[config.mk]
export PLATFORM = sky130hd
export DESIGN_NAME = mem_arbiter_flat
export DESIGN_NICKNAME = d
export VERILOG_FILES = /design/src/rtl/mem_arbiter_if.sv /design/src/rtl/mem_arbiter.sv /design/src/flat_wrapper.sv
export SDC_FILE = /design/constraint.sdc
export NUM_CORES = 1
export LEC_CHECK = 0
export ABC_AREA = 1
export BUFFER_PORTS_ARGS = -buffer_cell sky130_fd_sc_hd__clkbuf_2
export CORE_UTILIZATION = 35
export DETAILED_ROUTE_END_ITERATION = 12
export GPL_ROUTABILITY_DRIVEN = 1
export PLACE_DENSITY = 0.8
export SLEW_MARGIN = 20
export SYNTH_ARGS = -nofsm -noshare
export SYNTH_HDL_FRONTEND = slang
export SYNTH_SLANG_ARGS = --single-unit
[constraint.sdc]
create_clock -name clk -period 1.7 [get_ports clk]
set_input_delay 0.17 -clock clk [delete_from_list [all_inputs] [get_ports clk]]
set_output_delay 0.17 -clock clk [all_outputs]
set_load 0.005 [all_outputs]
[src/rtl/mem_arbiter_if.sv]
// Signal bundle between the memory arbiter, its two requesters and the memory.
// slave: the arbiter's view; master: requesters plus memory.
interface mem_arbiter_if;
  logic        if_req;
  logic [7:0]  if_addr;
  logic        if_done;
  logic [31:0] if_rdata;
  logic        d_req;
  logic        d_we;
  logic [7:0]  d_addr;
  logic [31:0] d_wdata;
  logic        d_done;
  logic [31:0] d_rdata;
  logic        d_err;
  logic        mem_en;
  logic        mem_we;
  logic [5:0]  mem_addr;
  logic [31:0] mem_wdata;
  logic [31:0] mem_rdata;

  modport slave (
    input  if_req, if_addr, d_req, d_we, d_addr, d_wdata, mem_rdata,
    output if_done, if_rdata, d_done, d_rdata, d_err,
           mem_en, mem_we, mem_addr, mem_wdata
  );

  modport master (
    output if_req, if_addr, d_req, d_we, d_addr, d_wdata, mem_rdata,
    input  if_done, if_rdata, d_done, d_rdata, d_err,
           mem_en, mem_we, mem_addr, mem_wdata
  );
endinterface

[src/rtl/mem_arbiter.sv]
// Shares one single-port 64x32 memory between an instruction-fetch port and
// a data port; data wins contention until FAIR_LIMIT grants starve a fetch.
//
// state   | meaning
// S_IDLE  | no access in flight, any request may be granted
// S_ISSUE | memory strobe for the owner's access is on the bus
// S_RESP  | owner's done pulse; read data comes straight from the memory
module mem_arbiter #(
  parameter int unsigned FAIR_LIMIT = 2
) (
  input  logic         clk,
  input  logic         rst_n,
  mem_arbiter_if.slave bus
);
  typedef enum logic [1:0] {S_IDLE = 2'd0, S_ISSUE = 2'd1, S_RESP = 2'd2} state_t;
  typedef enum logic {OWN_IF = 1'b0, OWN_D = 1'b1} own_t;

  state_t      r_state, w_state_nxt;
  own_t        r_own, w_own_nxt;
  logic [1:0]  r_fair_cnt, w_fair_nxt;
  logic        r_we, w_we_nxt;
  logic        r_err, w_err_nxt;
  logic        r_mem_en, w_mem_en_nxt;
  logic        r_mem_we, w_mem_we_nxt;
  logic [5:0]  r_mem_addr, w_mem_addr_nxt;
  logic [31:0] r_mem_wdata, w_mem_wdata_nxt;
  logic        w_may_grant, w_grant_d, w_grant_if;
  logic        w_d_misal, w_fair_hit;
  logic        w_if_done, w_d_done;
  logic        w_unused_bits;

  assign w_d_misal     = (bus.d_addr[1:0] != 2'b00);
  assign w_fair_hit    = (32'(r_fair_cnt) == FAIR_LIMIT);
  assign w_unused_bits = ^bus.if_addr[1:0];

  always_comb begin
    w_may_grant     = 1'b0;
    w_state_nxt     = r_state;
    w_own_nxt       = r_own;
    w_we_nxt        = r_we;
    w_err_nxt       = r_err;
    w_fair_nxt      = r_fair_cnt;
    w_mem_en_nxt    = 1'b0;
    w_mem_we_nxt    = 1'b0;
    w_mem_addr_nxt  = 6'd0;
    w_mem_wdata_nxt = 32'd0;

    // In RESP the completed requester cannot hold the bus on its own; only a
    // waiting peer reopens arbitration, which then sees both requests.
    case (r_state)
      S_IDLE:  w_may_grant = 1'b1;
      S_RESP:  w_may_grant = (r_own == OWN_D) ? bus.if_req : bus.d_req;
      default: w_may_grant = 1'b0;
    endcase

    w_grant_d  = w_may_grant && bus.d_req && !(bus.if_req && w_fair_hit);
    w_grant_if = w_may_grant && bus.if_req && !w_grant_d;

    if (!bus.if_req || w_grant_if)
      w_fair_nxt = 2'd0;
    else if (w_grant_d && (r_fair_cnt != 2'd3))
      w_fair_nxt = r_fair_cnt + 2'd1;

    if (w_grant_d) begin
      w_own_nxt = OWN_D;
      w_we_nxt  = bus.d_we;
      w_err_nxt = w_d_misal;
      if (w_d_misal) begin
        w_state_nxt = S_RESP;
      end else begin
        w_state_nxt     = S_ISSUE;
        w_mem_en_nxt    = 1'b1;
        w_mem_we_nxt    = bus.d_we;
        w_mem_addr_nxt  = bus.d_addr[7:2];
        w_mem_wdata_nxt = bus.d_we ? bus.d_wdata : 32'd0;
      end
    end else if (w_grant_if) begin
      w_own_nxt      = OWN_IF;
      w_we_nxt       = 1'b0;
      w_err_nxt      = 1'b0;
      w_state_nxt    = S_ISSUE;
      w_mem_en_nxt   = 1'b1;
      w_mem_addr_nxt = bus.if_addr[7:2];
    end else begin
      case (r_state)
        S_ISSUE: w_state_nxt = S_RESP;
        default: w_state_nxt = S_IDLE;
      endcase
    end
  end

  always_ff @(posedge clk or negedge rst_n) begin
    if (!rst_n) begin
      r_state     <= S_IDLE;
      r_own       <= OWN_IF;
      r_fair_cnt  <= 2'd0;
      r_we        <= 1'b0;
      r_err       <= 1'b0;
      r_mem_en    <= 1'b0;
      r_mem_we    <= 1'b0;
      r_mem_addr  <= 6'd0;
      r_mem_wdata <= 32'd0;
    end else begin
      r_state     <= w_state_nxt;
      r_own       <= w_own_nxt;
      r_fair_cnt  <= w_fair_nxt;
      r_we        <= w_we_nxt;
      r_err       <= w_err_nxt;
      r_mem_en    <= w_mem_en_nxt;
      r_mem_we    <= w_mem_we_nxt;
      r_mem_addr  <= w_mem_addr_nxt;
      r_mem_wdata <= w_mem_wdata_nxt;
    end
  end

  assign w_if_done = (r_state == S_RESP) && (r_own == OWN_IF);
  assign w_d_done  = (r_state == S_RESP) && (r_own == OWN_D);

  assign bus.if_done   = w_if_done;
  assign bus.if_rdata  = w_if_done ? bus.mem_rdata : 32'd0;
  assign bus.d_done    = w_d_done;
  assign bus.d_err     = w_d_done && r_err;
  assign bus.d_rdata   = (w_d_done && !r_we && !r_err) ? bus.mem_rdata : 32'd0;
  assign bus.mem_en    = r_mem_en;
  assign bus.mem_we    = r_mem_we;
  assign bus.mem_addr  = r_mem_addr;
  assign bus.mem_wdata = r_mem_wdata;
endmodule
[src/flat_wrapper.sv]
// flat-port wrapper written by rule: the top's interface ports become plain ports
module mem_arbiter_flat 
#(
  parameter int unsigned FAIR_LIMIT = 2
)
  (clk, rst_n, bus_if_req, bus_if_addr, bus_d_req, bus_d_we, bus_d_addr, bus_d_wdata, bus_mem_rdata, bus_if_done, bus_if_rdata, bus_d_done, bus_d_rdata, bus_d_err, bus_mem_en, bus_mem_we, bus_mem_addr, bus_mem_wdata);
  mem_arbiter_if bus_i ();
  input  logic clk;
  input  logic rst_n;
  input wire logic [$bits(bus_i.if_req)-1:0] bus_if_req;
  input wire logic [$bits(bus_i.if_addr)-1:0] bus_if_addr;
  input wire logic [$bits(bus_i.d_req)-1:0] bus_d_req;
  input wire logic [$bits(bus_i.d_we)-1:0] bus_d_we;
  input wire logic [$bits(bus_i.d_addr)-1:0] bus_d_addr;
  input wire logic [$bits(bus_i.d_wdata)-1:0] bus_d_wdata;
  input wire logic [$bits(bus_i.mem_rdata)-1:0] bus_mem_rdata;
  output wire logic [$bits(bus_i.if_done)-1:0] bus_if_done;
  output wire logic [$bits(bus_i.if_rdata)-1:0] bus_if_rdata;
  output wire logic [$bits(bus_i.d_done)-1:0] bus_d_done;
  output wire logic [$bits(bus_i.d_rdata)-1:0] bus_d_rdata;
  output wire logic [$bits(bus_i.d_err)-1:0] bus_d_err;
  output wire logic [$bits(bus_i.mem_en)-1:0] bus_mem_en;
  output wire logic [$bits(bus_i.mem_we)-1:0] bus_mem_we;
  output wire logic [$bits(bus_i.mem_addr)-1:0] bus_mem_addr;
  output wire logic [$bits(bus_i.mem_wdata)-1:0] bus_mem_wdata;
  assign bus_i.if_req = bus_if_req;
  assign bus_i.if_addr = bus_if_addr;
  assign bus_i.d_req = bus_d_req;
  assign bus_i.d_we = bus_d_we;
  assign bus_i.d_addr = bus_d_addr;
  assign bus_i.d_wdata = bus_d_wdata;
  assign bus_i.mem_rdata = bus_mem_rdata;
  assign bus_if_done = bus_i.if_done;
  assign bus_if_rdata = bus_i.if_rdata;
  assign bus_d_done = bus_i.d_done;
  assign bus_d_rdata = bus_i.d_rdata;
  assign bus_d_err = bus_i.d_err;
  assign bus_mem_en = bus_i.mem_en;
  assign bus_mem_we = bus_i.mem_we;
  assign bus_mem_addr = bus_i.mem_addr;
  assign bus_mem_wdata = bus_i.mem_wdata;
  mem_arbiter #(.FAIR_LIMIT(FAIR_LIMIT)) u_core (.clk(clk), .rst_n(rst_n), .bus(bus_i));
endmodule
# ---- Yosys cells after proc, flatten, opt, wreduce, memory -nomap -nowiden
# Cells that the tools add are included.
dict set report word_totals {
  reg_bits 47
  inputBits 85
  output_inout_bits 107
  elab_cells 61
}
dict set report classes {
  n_addsub 1
  n_eq_ne 4
  mux 25
  bitwise 1
  reduce_logical 21
}
# operator n
set ops {}
lappend ops {{two-way mux 32 bit} 5}
lappend ops {{two-way mux 6 bit} 3}
lappend ops {{two-way mux 2 bit} 6}
lappend ops {{logical AND 1 bit} 11}
lappend ops {{two-way mux 1 bit} 10}
lappend ops {{nonzero test 2 bit} 3}
lappend ops {{zero test 1 bit} 5}
lappend ops {{equality test 2 bit (second input constant)} 2}
lappend ops {{adder 2 x 1 -> 2 bit (second input constant)} 1}
lappend ops {{equality test 2 x 1 -> 1 bit (second input constant)} 1}
lappend ops {{zero test 2 bit} 1}
lappend ops {{inequality test 2 bit (second input constant)} 1}
lappend ops {{one-hot mux 1 bit (2 select lines)} 1}
lappend ops {{logical OR 1 bit} 1}
lappend ops {{inverter 1 bit} 1}

# ---- Depth between registers and ports, before layout
dict set report depth {
  ltp_word 8
  mapped_depth 10
}

# ---- Least setup slack after synthesis
# No wires, ideal clock.
dict set report synth_timing {
  kind {reg-to-reg}
  start {register u_core.r_fair_cnt[0]}
  end {register u_core.r_mem_wdata[10], in the netlist u_core.bus.mem_wdata[10]}
  arrival_ps 1328
  required_ps 1631
  slack_ps 303
  stages_incl_launch_ff 11
  n_path_buf 1
  cell_sequence {dfrtp_1 -> inv_1 -> ha_1 -> nand2_1 -> nand2_2 -> inv_2 -> nand3_4 -> inv_4 -> nand2_4 -> buf_6 -> nor2_2}
}
dict set report synth_between {
  elab_chain_cells 5
}
# item line
set synth_lines {}
lappend synth_lines {{from (decl)} mem_arbiter.sv:20} ;# logic [1:0] r_fair_cnt, w_fair_nxt;
lappend synth_lines {{from (signal assigned)} mem_arbiter.sv:106} ;# r_fair_cnt <= w_fair_nxt;
lappend synth_lines {{equality test 2 bit} mem_arbiter.sv:33} ;# assign w_fair_hit = (32'(r_fair_cnt) == FAIR_LIMIT);
lappend synth_lines {{logical AND 1 bit} mem_arbiter.sv:56} ;# w_grant_d = w_may_grant && bus.d_req && !(bus.if_req && w_fair_hit);
lappend synth_lines {{zero test 1 bit} mem_arbiter.sv:56}
lappend synth_lines {{logical AND 1 bit} mem_arbiter.sv:56}
lappend synth_lines {{two-way mux 32 bit} mem_arbiter.sv:64} ;# if (w_grant_d) begin
lappend synth_lines {{net u_core.w_mem_wdata_nxt[10]} mem_arbiter.sv:26} ;# logic [31:0] r_mem_wdata, w_mem_wdata_nxt;
lappend synth_lines {{to (signal assigned)} mem_arbiter.sv:112} ;# r_mem_wdata <= w_mem_wdata_nxt;
lappend synth_lines {{to (decl)} mem_arbiter.sv:26}
# The timed path passes the listed nets, and every way through them passes these cells.
# A chain may end at the register's enable or synchronous reset.

# ---- Final worst setup path
dict set report layout_timing {
  start {register u_core.r_state[1]}
  end {output port bus_d_rdata[17]}
}
dict set report layout_between {
  elab_chain_cells 5
}
# item line
set layout_lines {}
lappend layout_lines {{from (decl)} mem_arbiter.sv:18} ;# state_t r_state, w_state_nxt;
lappend layout_lines {{from (signal assigned)} mem_arbiter.sv:104} ;# r_state <= w_state_nxt;
lappend layout_lines {{equality test 2 bit} mem_arbiter.sv:117} ;# assign w_d_done = (r_state == S_RESP) && (r_own == OWN_D);
lappend layout_lines {{logical AND 1 bit} mem_arbiter.sv:117}
lappend layout_lines {{logical AND 1 bit (2 in series)} mem_arbiter.sv:123} ;# assign bus.d_rdata = (w_d_done && !r_we && !r_err) ? bus.mem_rdata : 32'd0;
lappend layout_lines {{two-way mux 32 bit} mem_arbiter.sv:123}
lappend layout_lines {{to (decl)} flat_wrapper.sv:20} ;# output wire logic [$bits(bus_i.d_rdata)-1:0] bus_d_rdata;
# No other way between the ends.

==> out/results.md <==
- end-of-flow core utilization: 60.6%
- Die Outline Area: 6780 µm²
- RSZ-0062 raised after global routing: true
- worst reg2reg path depth: 8
- wire length of the first global-routing pass: 9140 µm
- total of max-cap violations: 0
- Pre-Repair DR Iteration Count: 4
- nets: 577
- clk slew on worst S/H paths: 0.08 ns
- top fanout value on the critical path: 16
- number of antenna violations at the first check in global routing: 0
- area post-placement: 3290 µm²
- post-synthesis net count: 376
- worst hold margin: 0.0536 ns
- total vias in the final route: 2435
- insertion delay of the later-clocked pin in the worst-skew pair: 0.29 ns
- top cells by area in the synthesized netlist: dfrtp_1 (51%), inv_1 (13%), nor2_1 (12%)
- placed wire-length estimate after detailed placement: 5150 µm
- ant diodes: 0
- Power Density: 967 nW/µm²
- leakage: 0.00239 µW
- layout cell share with drive strength beyond 1: 60.1%
- number of cell rows: 28
- crit path time final: 1.70 ns
- violated checks: setup timing
- global router's overall resource usage: 18.1%
- number of nets with antenna violations after detailed routing: 0
- placeable core region: 6060 µm²
- path type of the worst min-delay path: in2reg
- fin worst setup slack: -0.00139 ns
- Post-Synthesis Cells: 289
- clock tree from TritonCTS: built
- final count of pins violating max slew: 0
- GRT Residual Overflow: 0
- total wire length: 6840 µm
- total DRC errors in the routed layout: 0
- flop and latch count out of synthesis: 46
- total number of clock tree sinks: 46
- die boundary width: 82.4 µm
- fraction of the cycle the final worst path needs: 100%
- height of the die: 82.4 µm
- number of buffers created by CTS: 5
- Finished Cell Area: 3670 µm²
- final weighted congestion in routability-driven placement: 0.765
- library cell occupying the most area in the post-synthesis netlist: dfrtp_1
- Max VDD drop: 0.560 mV
- run status: finished with violations
- total power after layout: 3550 µW
- Longest Clk Path Bufs: 2
- type of the worst setup path: reg2out
- area share of the largest cell type after synthesis: 50.9%
- number of top-level design ports: 192
- Area Overhead vs Synth: 62.5%
- Yosys cell types: 21
- initial cell density of the core: 37.3%
- highest clock frequency the design can meet: 588 MHz
- fraction of the yosys area taken by sequential cells: 50.9%
- maximum clock skew at final layout: 0.00722 ns
- number of port buffers: 189
- # setup viols final: 1
- number of filler cells placed in the layout: 543
- max_slew headroom: 66.6%
- cell at the root of the clock tree: clkbuf_8
- largest net degree at the start of global routing: 34
- Vias/cell: 4.30
- required time of the worst setup path: 1.53 ns
- mean area per synthesized cell: 7.82 µm²
- htree depth: 2
- worst hold path stage count: 3
- warnings from Yosys: 0
- crit start category: flop
- Critical Path AT: 1.53 ns
- pin slew with the least headroom to its limit: 0.501 ns
- Detailed Route Iter0 Violations: 51
- Routed wire per std cell: 12.1 µm
- endpoint kind of the worst setup timing path: primary output
- vias in the first global route: 2161
- synthesized cell area: 2260 µm²
- count of final hold-check violations: 0
## area by class of cell
class                           count  area (µm²)  area share (%)
Clock inverter                      1        30.0           0.817
Inverter                           80         305            8.31
Sequential cell                    46        1150            31.3
Timing Repair Buffer              203        1130            30.8
Clock buffer                        7        76.3            2.08
Tap cell                           75        93.8            2.55
Multi-Input combinational cell    154         885            24.1
## flip-flops by register name, indices dropped and copies added (netlist names)
name                  flops
u_core.bus.mem_addr       6
u_core.r_state            2
u_core.r_err              1
u_core.r_fair_cnt         2
u_core.r_we               1
u_core.bus.mem_wdata     32
u_core.r_own              1
u_core.bus.mem_we         1
## cells in the final DEF, fill, tap and decap left out, types with 2 or more instances in the layout
master / count
clkbuf_2: 172
inv_1: 74
nor2_2: 72
dfrtp_1: 46
nor2_1: 28
nand2_1: 25
buf_2: 17
nand3_1: 8
buf_4: 7
clkbuf_8: 5
inv_2: 4
nor2_4: 3
nand4_1: 3
buf_12: 3
inv_4: 2
nand3_4: 2
nand2_2: 2
o22ai_1: 2
o21ai_0: 2
ha_1: 2
clkbuf_1: 2
## cells in the mapped netlist
library cell and n:
buf_6 3, nor2_1 72, a31oi_1 1, inv_4 1, dfrtp_1 46, o21ai_0 2, nand3_4 1, nor2_2 30
nand2_2 2, buf_2 6, nor2_4 1, inv_2 3, nand4_1 3, o22ai_1 2, nand2_1 25, nand3_1 9
ha_1 2, inv_1 76, nand2_4 2, a21oi_1 1, nor3_1 1
## worst paths after layout
path	startpoint	endpoint	slack [ns]
min in group asynchronous	rst_n	u_core.bus.mem_wdata[2]	0.36
worst min register to register	u_core.r_we	u_core.r_we	0.60
worst max register to register	u_core.r_state[0]	u_core.bus.mem_wdata[22]	0.17
worst min-delay path	bus_d_wdata[1]	u_core.bus.mem_wdata[1]	0.05
max in group asynchronous	rst_n	u_core.bus.mem_addr[1]	0.81
worst max-delay path	u_core.r_state[1]	bus_d_rdata[17]	-0.001
## per-layer routing
layer	part of all wire, %	vias to the layer above	track usage (%)
li1	-	1209	-
met1	34	1100	17.3
met3	11	5	7.47
met5	0	-	0
met2	54	121	35.0
met4	0.97	0	5.26
## logic make-up after synthesis
logic type | count (synthesis) | synth area share (%)
AO/OA/AOI/OAI | 6 | 1.49
adder cells (fa/ha/maj) | 2 | 1.11
flip-flops | 46 | 50.9
AND/OR/NAND/NOR | 146 | 30.3
buffers and inverters | 89 | 16.2
## power by group
part | switching (µW) | internal (µW) | leakage [µW]
clock | 347 | 440 | 0.0000524
sequential | 60.0 | 1200 | 0.000629
combinational | 845 | 665 | 0.00170
total | 1250 | 2300 | 0.00239
## per-stage QoR
stage               worst slack [ns]  TNS [ns]  instances
floorplan                      0.303         0        289
global placement               0.113         0        549
detailed placement            0.0661         0        549
CTS                          -0.0368    -0.661        562
global route                  -0.119     -3.61        566
finish                      -0.00139  -0.00139        566
## critical path, stage by stage (launching register included)
cell and delay (ns):
dfrtp_1 0.37, inv_2 0.06, nor2_4 0.11, inv_2 0.07
nor2_4 0.11, nand3_4 0.12, buf_12 0.18, nor2_1 0.09
buf_2 0.13
## timing repair
item / CTS / global route
buffers inserted: 3 / 2
hold buffers: 1 / 0
cloned: 1 / 2
resized for setup: 23 / 53
pin swaps: 2 / 1
hold endpoints to repair: 18 / 0
setup endpoints to repair: 64 / 97
No activity file was read; power rests on OpenSTA's default activity.
